===== src/rtl/instr_fetch_if.sv =====
// Instruction memory bus between the fetch unit and instruction memory.
// The fetch unit drives the request and address. Memory returns the
// instruction word together with an acknowledge.
interface instr_fetch_if;
  logic        imem_req;
  logic [31:0] imem_addr;
  logic [31:0] imem_rdata;
  logic        imem_ack;

  modport master (
    output imem_req,
    output imem_addr,
    input  imem_rdata,
    input  imem_ack
  );

  modport slave (
    input  imem_req,
    input  imem_addr,
    output imem_rdata,
    output imem_ack
  );
endinterface


===== src/rtl/instr_fetch.sv =====
// InstrFetch: single-outstanding-request instruction fetch stage.
// The unit requests one word and holds it for decode until it is accepted.
// It then advances the PC by 4, which leaves one bubble cycle per instruction.
// A redirect (branch/jump) takes priority over a memory acknowledge and over
// a hand-off.
// Optional feature macro: IF_HALT_EN. When it is defined, the word
// 32'hFFFF_FFFF is handed off normally and then parks the unit in HALT.
// The unit leaves HALT only through a redirect or a reset.
module instr_fetch #(
  parameter logic [31:0] RESET_PC = 32'h0000_0000
) (
  input  logic                  clk,
  input  logic                  rst,
  instr_fetch_if.master         imem,
  output logic [31:0]           inst_o,
  output logic [31:0]           inst_pc_o,
  output logic                  inst_valid_o,
  input  logic                  dec_ready_i,
  input  logic                  stall_i,
  input  logic                  redirect_valid_i,
  input  logic [31:0]           redirect_pc_i,
  output logic [5:0]            pc_dbg_o,
  output logic [15:0]           fetch_cnt_o,
  output logic                  halted_o
);

  localparam logic [31:0] ResetPcAligned = {RESET_PC[31:2], 2'b00};
  localparam logic [31:0] AlignMask      = 32'hFFFF_FFFC;
  localparam logic [15:0] CntMax         = 16'hFFFF;
`ifdef IF_HALT_EN
  localparam logic [31:0] HaltWord       = 32'hFFFF_FFFF;
`endif

  typedef enum logic [1:0] {
    IDLE = 2'd0,
    REQ  = 2'd1,
    HOLD = 2'd2
`ifdef IF_HALT_EN
    ,
    HALT = 2'd3
`endif
  } state_e;

  state_e      state_q, state_d;
  logic [31:0] pc_q, pc_d;
  logic [31:0] inst_q, inst_d;
  logic [31:0] inst_pc_q, inst_pc_d;
  logic        inst_valid_q, inst_valid_d;
  logic [15:0] fetch_cnt_q, fetch_cnt_d;
  logic        redirect_take;
  logic        handoff;

  // Registers all fetch state; a low rst at an edge wins over everything else
  always_ff @(posedge clk) begin
    if (!rst) begin
      state_q      <= IDLE;
      pc_q         <= ResetPcAligned;
      inst_q       <= 32'h0;
      inst_pc_q    <= 32'h0;
      inst_valid_q <= 1'b0;
      fetch_cnt_q  <= 16'h0;
    end else begin
      state_q      <= state_d;
      pc_q         <= pc_d;
      inst_q       <= inst_d;
      inst_pc_q    <= inst_pc_d;
      inst_valid_q <= inst_valid_d;
      fetch_cnt_q  <= fetch_cnt_d;
    end
  end

  // Next-state logic: a redirect first, then the acknowledge in REQ, then the hand-off in HOLD
  always_comb begin
    state_d      = state_q;
    pc_d         = pc_q;
    inst_d       = inst_q;
    inst_pc_d    = inst_pc_q;
    inst_valid_d = inst_valid_q;
    fetch_cnt_d  = fetch_cnt_q;
    handoff      = 1'b0;

    redirect_take = redirect_valid_i && (state_q != IDLE);

    if (redirect_take) begin
      pc_d         = redirect_pc_i & AlignMask;
      inst_valid_d = 1'b0;
      state_d      = REQ;
    end else begin
      case (state_q)
        IDLE: begin
          state_d = REQ;
        end
        REQ: begin
          if (imem.imem_ack) begin
            inst_d       = imem.imem_rdata;
            inst_pc_d    = pc_q;
            inst_valid_d = 1'b1;
            pc_d         = pc_q + 32'd4;
            state_d      = HOLD;
          end
        end
        HOLD: begin
          if (dec_ready_i && !stall_i) begin
            handoff      = 1'b1;
            inst_valid_d = 1'b0;
`ifdef IF_HALT_EN
            state_d      = (inst_q == HaltWord) ? HALT : REQ;
`else
            state_d      = REQ;
`endif
          end
        end
`ifdef IF_HALT_EN
        HALT: begin
          state_d = HALT;
        end
`endif
        default: begin
          state_d = IDLE;
        end
      endcase
    end

    if (handoff && (fetch_cnt_q != CntMax)) begin
      fetch_cnt_d = fetch_cnt_q + 16'd1;
    end
  end

  // The request is masked while rst is low so that a reset in the middle of a request abandons it at once
  always_comb begin
    imem.imem_req  = rst && (state_q == REQ);
    imem.imem_addr = pc_q;
  end

  // Drives the decode-side and debug outputs from the registers
  always_comb begin
    inst_o       = inst_q;
    inst_pc_o    = inst_pc_q;
    inst_valid_o = inst_valid_q;
    pc_dbg_o     = pc_q[7:2];
    fetch_cnt_o  = fetch_cnt_q;
`ifdef IF_HALT_EN
    halted_o     = (state_q == HALT);
`else
    halted_o     = 1'b0;
`endif
  end

endmodule


===== src/flat_wrapper.sv =====
// flat-port wrapper written by rule: the top's interface ports become plain ports
module instr_fetch_flat 
#(
  parameter logic [31:0] RESET_PC = 32'h0000_0000
)
  (clk, rst, inst_o, inst_pc_o, inst_valid_o, dec_ready_i, stall_i, redirect_valid_i, redirect_pc_i, pc_dbg_o, fetch_cnt_o, halted_o, imem_imem_req, imem_imem_addr, imem_imem_rdata, imem_imem_ack);
  instr_fetch_if imem_i ();
  input  logic clk;
  input  logic rst;
  output logic [31:0] inst_o;
  output logic [31:0] inst_pc_o;
  output logic inst_valid_o;
  input  logic dec_ready_i;
  input  logic stall_i;
  input  logic redirect_valid_i;
  input  logic [31:0] redirect_pc_i;
  output logic [5:0] pc_dbg_o;
  output logic [15:0] fetch_cnt_o;
  output logic halted_o;
  output wire logic [$bits(imem_i.imem_req)-1:0] imem_imem_req;
  output wire logic [$bits(imem_i.imem_addr)-1:0] imem_imem_addr;
  input wire logic [$bits(imem_i.imem_rdata)-1:0] imem_imem_rdata;
  input wire logic [$bits(imem_i.imem_ack)-1:0] imem_imem_ack;
  assign imem_imem_req = imem_i.imem_req;
  assign imem_imem_addr = imem_i.imem_addr;
  assign imem_i.imem_rdata = imem_imem_rdata;
  assign imem_i.imem_ack = imem_imem_ack;
  instr_fetch #(.RESET_PC(RESET_PC)) u_core (.clk(clk), .rst(rst), .imem(imem_i), .inst_o(inst_o), .inst_pc_o(inst_pc_o), .inst_valid_o(inst_valid_o), .dec_ready_i(dec_ready_i), .stall_i(stall_i), .redirect_valid_i(redirect_valid_i), .redirect_pc_i(redirect_pc_i), .pc_dbg_o(pc_dbg_o), .fetch_cnt_o(fetch_cnt_o), .halted_o(halted_o));
endmodule

===== config.mk =====
export PLATFORM = sky130hd
export DESIGN_NAME = instr_fetch_flat
export DESIGN_NICKNAME = d
export VERILOG_FILES = /design/src/rtl/instr_fetch_if.sv /design/src/rtl/instr_fetch.sv /design/src/flat_wrapper.sv
export SDC_FILE = /design/constraint.sdc
export NUM_CORES = 1
export LEC_CHECK = 0
export CORE_MARGIN = 2
export CORE_UTILIZATION = 47
export CTS_CLUSTER_SIZE = 24
export DETAILED_ROUTE_END_ITERATION = 16
export GPL_ROUTABILITY_DRIVEN = 0
export PLACE_DENSITY = 0.9
export REMOVE_ABC_BUFFERS = 1
export SYNTH_ARGS = -nofsm -noshare
export SYNTH_HDL_FRONTEND = slang
export SYNTH_SLANG_ARGS = --single-unit

===== constraint.sdc =====
create_clock -name clk -period 4.25 [get_ports clk]
set_input_delay 0.85 -clock clk [delete_from_list [all_inputs] [get_ports clk]]
set_output_delay 0.85 -clock clk [all_outputs]
set_load 0.1 [all_outputs]

==> flow_summary_export.csv <==
group,metric,value,unit
floorplanning,die_area,11400,um2
setup_path,cp_num_buf_inv,2,
sta,relSlewSlack,31.1,%
global_routing,grt.total_usage,24.8,%
sta,fin_setup_tns,0,ns
power,p_sw,0.859,mW
power,p_leak,2.30,nW
place,place_area,6810,um2
sta,fin_ws,1.13,ns
setup_path,critPathLaunchType,"input port",
synth,ys_seq_elements,111,
layout,drive_gt1_share,4.48,%
synth,synth_edf_count,0,
clocking,cts_root_buf,"clkbuf_8",
synth,ys.flop_type,"dfxtp_1",
global_routing,grt_pass1_wl,23000,um
floorplanning,core_area,10300,um2
clocking,cts_sinks,111,
outcome,outcome,"completed",
synth,yosysSeqAreaShare,44.8,%
drt,routedWlPerCell,15.9,um
power,vdd_ir_drop_max,0.194,mV
power,p_comb_share,26.2,%
synth,yosysWarnings,0,
run,cap_violations,0,
floorplanning,die_h,107,um
sta,rsz0062_at_grt,"false",
sta,setup_viol,0,
worst_hold_path,hold_class,"reg -> reg",
place,portBuffers,183,
setup_path,cp_data_arrival_time,3.41,ns
synth,netlist_area,4960,um2
power,seqPwrFrac,45.8,%
drt,vias,5090,
synth,postSynthCellCount,626,
power,finalPower,2.48,mW
setup_path,critPathTopFamily,"simple AND/OR/NAND/NOR gates",
setup_path,cpPeakStageDelay,0.65,ns
setup_path,crit_fanout,33,
setup_path,endpoint_kind,"flip-flop",
sta,period_share,73.4,%
layout,fin_nets,848,
setup_path,r2r-start,"u_core.state_q[1]",
sta,worst_pin_slew,1.03,ns
layout,final_util,68.4,%
drt,drt_iter0_drc,416,
worst_hold_path,hold_depth,2,
layout,num_antenna_cells,0,
clocking,tritoncts,"built",
sta,hold_viol,0,
drt,drt_first_pass_iters,5,
sta,fin_crit,3.12,ns
place,dp_hpwl,10200,um
drt,finalWirelength,14600,um
setup_path,crit_top_cell,"nand2_1",
setup_path,cpMaxStageDelayCell,"nor2_4",
clocking,ctsHoldBuffers,0,
global_routing,gr-total-overflow,0,
layout,syn_to_final_growth,41.9,%
power,power_frac_clock,28.1,%
power,p_per_area,353,nW/um2
global_routing,grt_max_degree,97,
global_routing,antenna_found_initial,0,
setup_path,path_cells,"clkdlybuf4s50_1 > nor2b_1 > nand2_1 > nor2_4 > buf_12 > nand2_1 > a21oi_1",
clocking,cts_buffers,9,
floorplanning,initial_core_util,48.2,%
synth,syn_avg_cell_area,7.92,um2
setup_path,worstPathRequired,4.54,ns
synth,ys_async_sr_fraction,0,%
clocking,post_cts_resized,0,
place,pre_cts_ws,0.837,ns
drt,viasPerCell,5.55,
sta,clock_skew,0.0108,ns
clocking,clk_latency,0.36,ns
sta,max_freq,320,MHz
clocking,cts_max_path_buffers,2,
synth,netlist-cell-type-count,60,
setup_path,reg2reg_depth,6,
drt,antenna_left,0,
global_routing,grt_pass1_vias,4814,
floorplanning,num_io_pins,191,
power,p_int,1.62,mW
layout,stdcell_area,7030,um2
sta,drv_slew,0,
setup_path,r2r_end,"u_core.inst_o[0]",
clocking,post_cts.repair.setup_buffers,0,
floorplanning,fp.dieW,107,um
clocking,htreeDepth,3,
clocking,path_clk_slew,0.09,ns
power,p_sw_share,34.6,%
worst_hold_path,whs_endpoint,"u_core.inst_pc_o[3]",
worst_hold_path,worstHoldStart,"u_core.inst_pc_o[3]",
drt,route.detailed.drc,0,
setup_path,path_class,"in -> reg",
setup_path,reg2reg_slack,1.67,ns
floorplanning,core.rowCount,37,
logic make-up (layout without fill, tap and decap cells):
| family | count (synthesis) | count (layout) | synth area share [%] |
|---|---|---|---|
| compound gates | 161 | 161 | 19.6 |
| other cells | 1 | 5 | 0.0757 |
| flops | 111 | 111 | 44.8 |
| xor+xnor | 19 | 19 | 3.36 |
| simple gates | 261 | 261 | 24.3 |
| mux | 7 | 7 | 1.44 |
| buf+inv | 64 | 215 | 5.86 |
| fa+ha+maj | 2 | 2 | 0.505 |
metal layers:
metal | vias to the layer above | wire (um) | global-route usage [%]
met4 | 0 | 238 | 9.46
met3 | 21 | 1150 | 6.02
met1 | 2387 | 6030 | 29.6
li1 | 2478 | - | -
met5 | - | 0 | 0
met2 | 204 | 7160 | 43.1
placed cells by master, fill, tap and decap left out, types with 8 or more instances in the layout:
cell type	count
clkbuf_8	11
nor3_1	13
a22oi_1	11
xnor2_1	12
nand2_1	149
nor2_1	27
nand3_1	15
a211oi_1	8
nand4_1	16
dfxtp_1	111
o21ai_0	13
clkdlybuf4s50_1	182
nor4_1	8
a21oi_1	88
sequential cells by signal, indices dropped and copies added (netlist names):
register	flops
u_core.inst_o	32
u_core.inst_pc_o	30
u_core.inst_valid_o	1
u_core.state_q	2
u_core.imem.imem_addr	30
u_core.fetch_cnt_o	16
how the worst max path moves through the flow:
| stage | start | to | slack (ns) | cells past startpoint |
|---|---|---|---|---|
| CTS | imem_imem_ack | u_core.inst_pc_o[22] | 1.17 | 7 |
| finish | imem_imem_ack | u_core.inst_o[0] | 1.13 | 7 |
| floorplan | rst | imem_imem_req | 0.009 | 2 |
| global route | imem_imem_ack | u_core.inst_pc_o[21] | 0.92 | 7 |
| global placement | imem_imem_ack | u_core.inst_pc_o[28] | 0.95 | 7 |
| detailed placement | imem_imem_ack | u_core.inst_pc_o[22] | 0.84 | 7 |
final cells by class:
cell class | instances | area, um2
Timing Repair Buffer | 191 | 1910
Clock inverter | 3 | 65.1
Inverter | 8 | 30.0
Sequential cell | 111 | 2220
Clock buffer | 13 | 159
Fill cell | 840 | 3240
Multi-Input combinational cell | 455 | 2470
Tap cell | 136 | 170
per-stage QoR:
step,std cells,hold WS (ns)
6_report,917,0.459
5_1_grt,917,0.481
4_1_cts,917,0.460
3_5_place_dp,901,0.448
3_3_place_gp,901,0.441
2_1_floorplan,574,0.573
power by group through the flow:
stage | logic (mW) | registers, mW | clock network (mW)
final | 0.649 | 1.14 | 0.697
after global routing | 0.676 | 1.14 | 0.760
after CTS | 0.650 | 1.14 | 0.713
after detailed placement | 0.648 | 1.16 | 0
after global placement | 0.640 | 1.16 | 0
after floorplan | 0.135 | 1.46 | 0
worst min-delay path: stages (launching register included):
cell and delay (ns):
dfxtp_1 0.32, nand2_1 0.05, a21oi_1 0.05
cells in the mapped netlist, types with 11 or more instances:
| library cell | count | area, um2 |
|---|---|---|
| nand2_1 | 149 | 559 |
| dfxtp_1 | 111 | 2220 |
| a21oi_1 | 88 | 440 |
| clkbuf_1 | 40 | 150 |
| nor2_1 | 28 | 105 |
| nand4_1 | 16 | 100 |
| nand3_1 | 15 | 75.1 |
| nor3_1 | 13 | 65.1 |
| o21ai_0 | 13 | 65.1 |
| xnor2_1 | 12 | 105 |
| a22oi_1 | 11 | 82.6 |
| buf_4 | 11 | 82.6 |
Note: power is estimated with default switching activity, not from simulation.
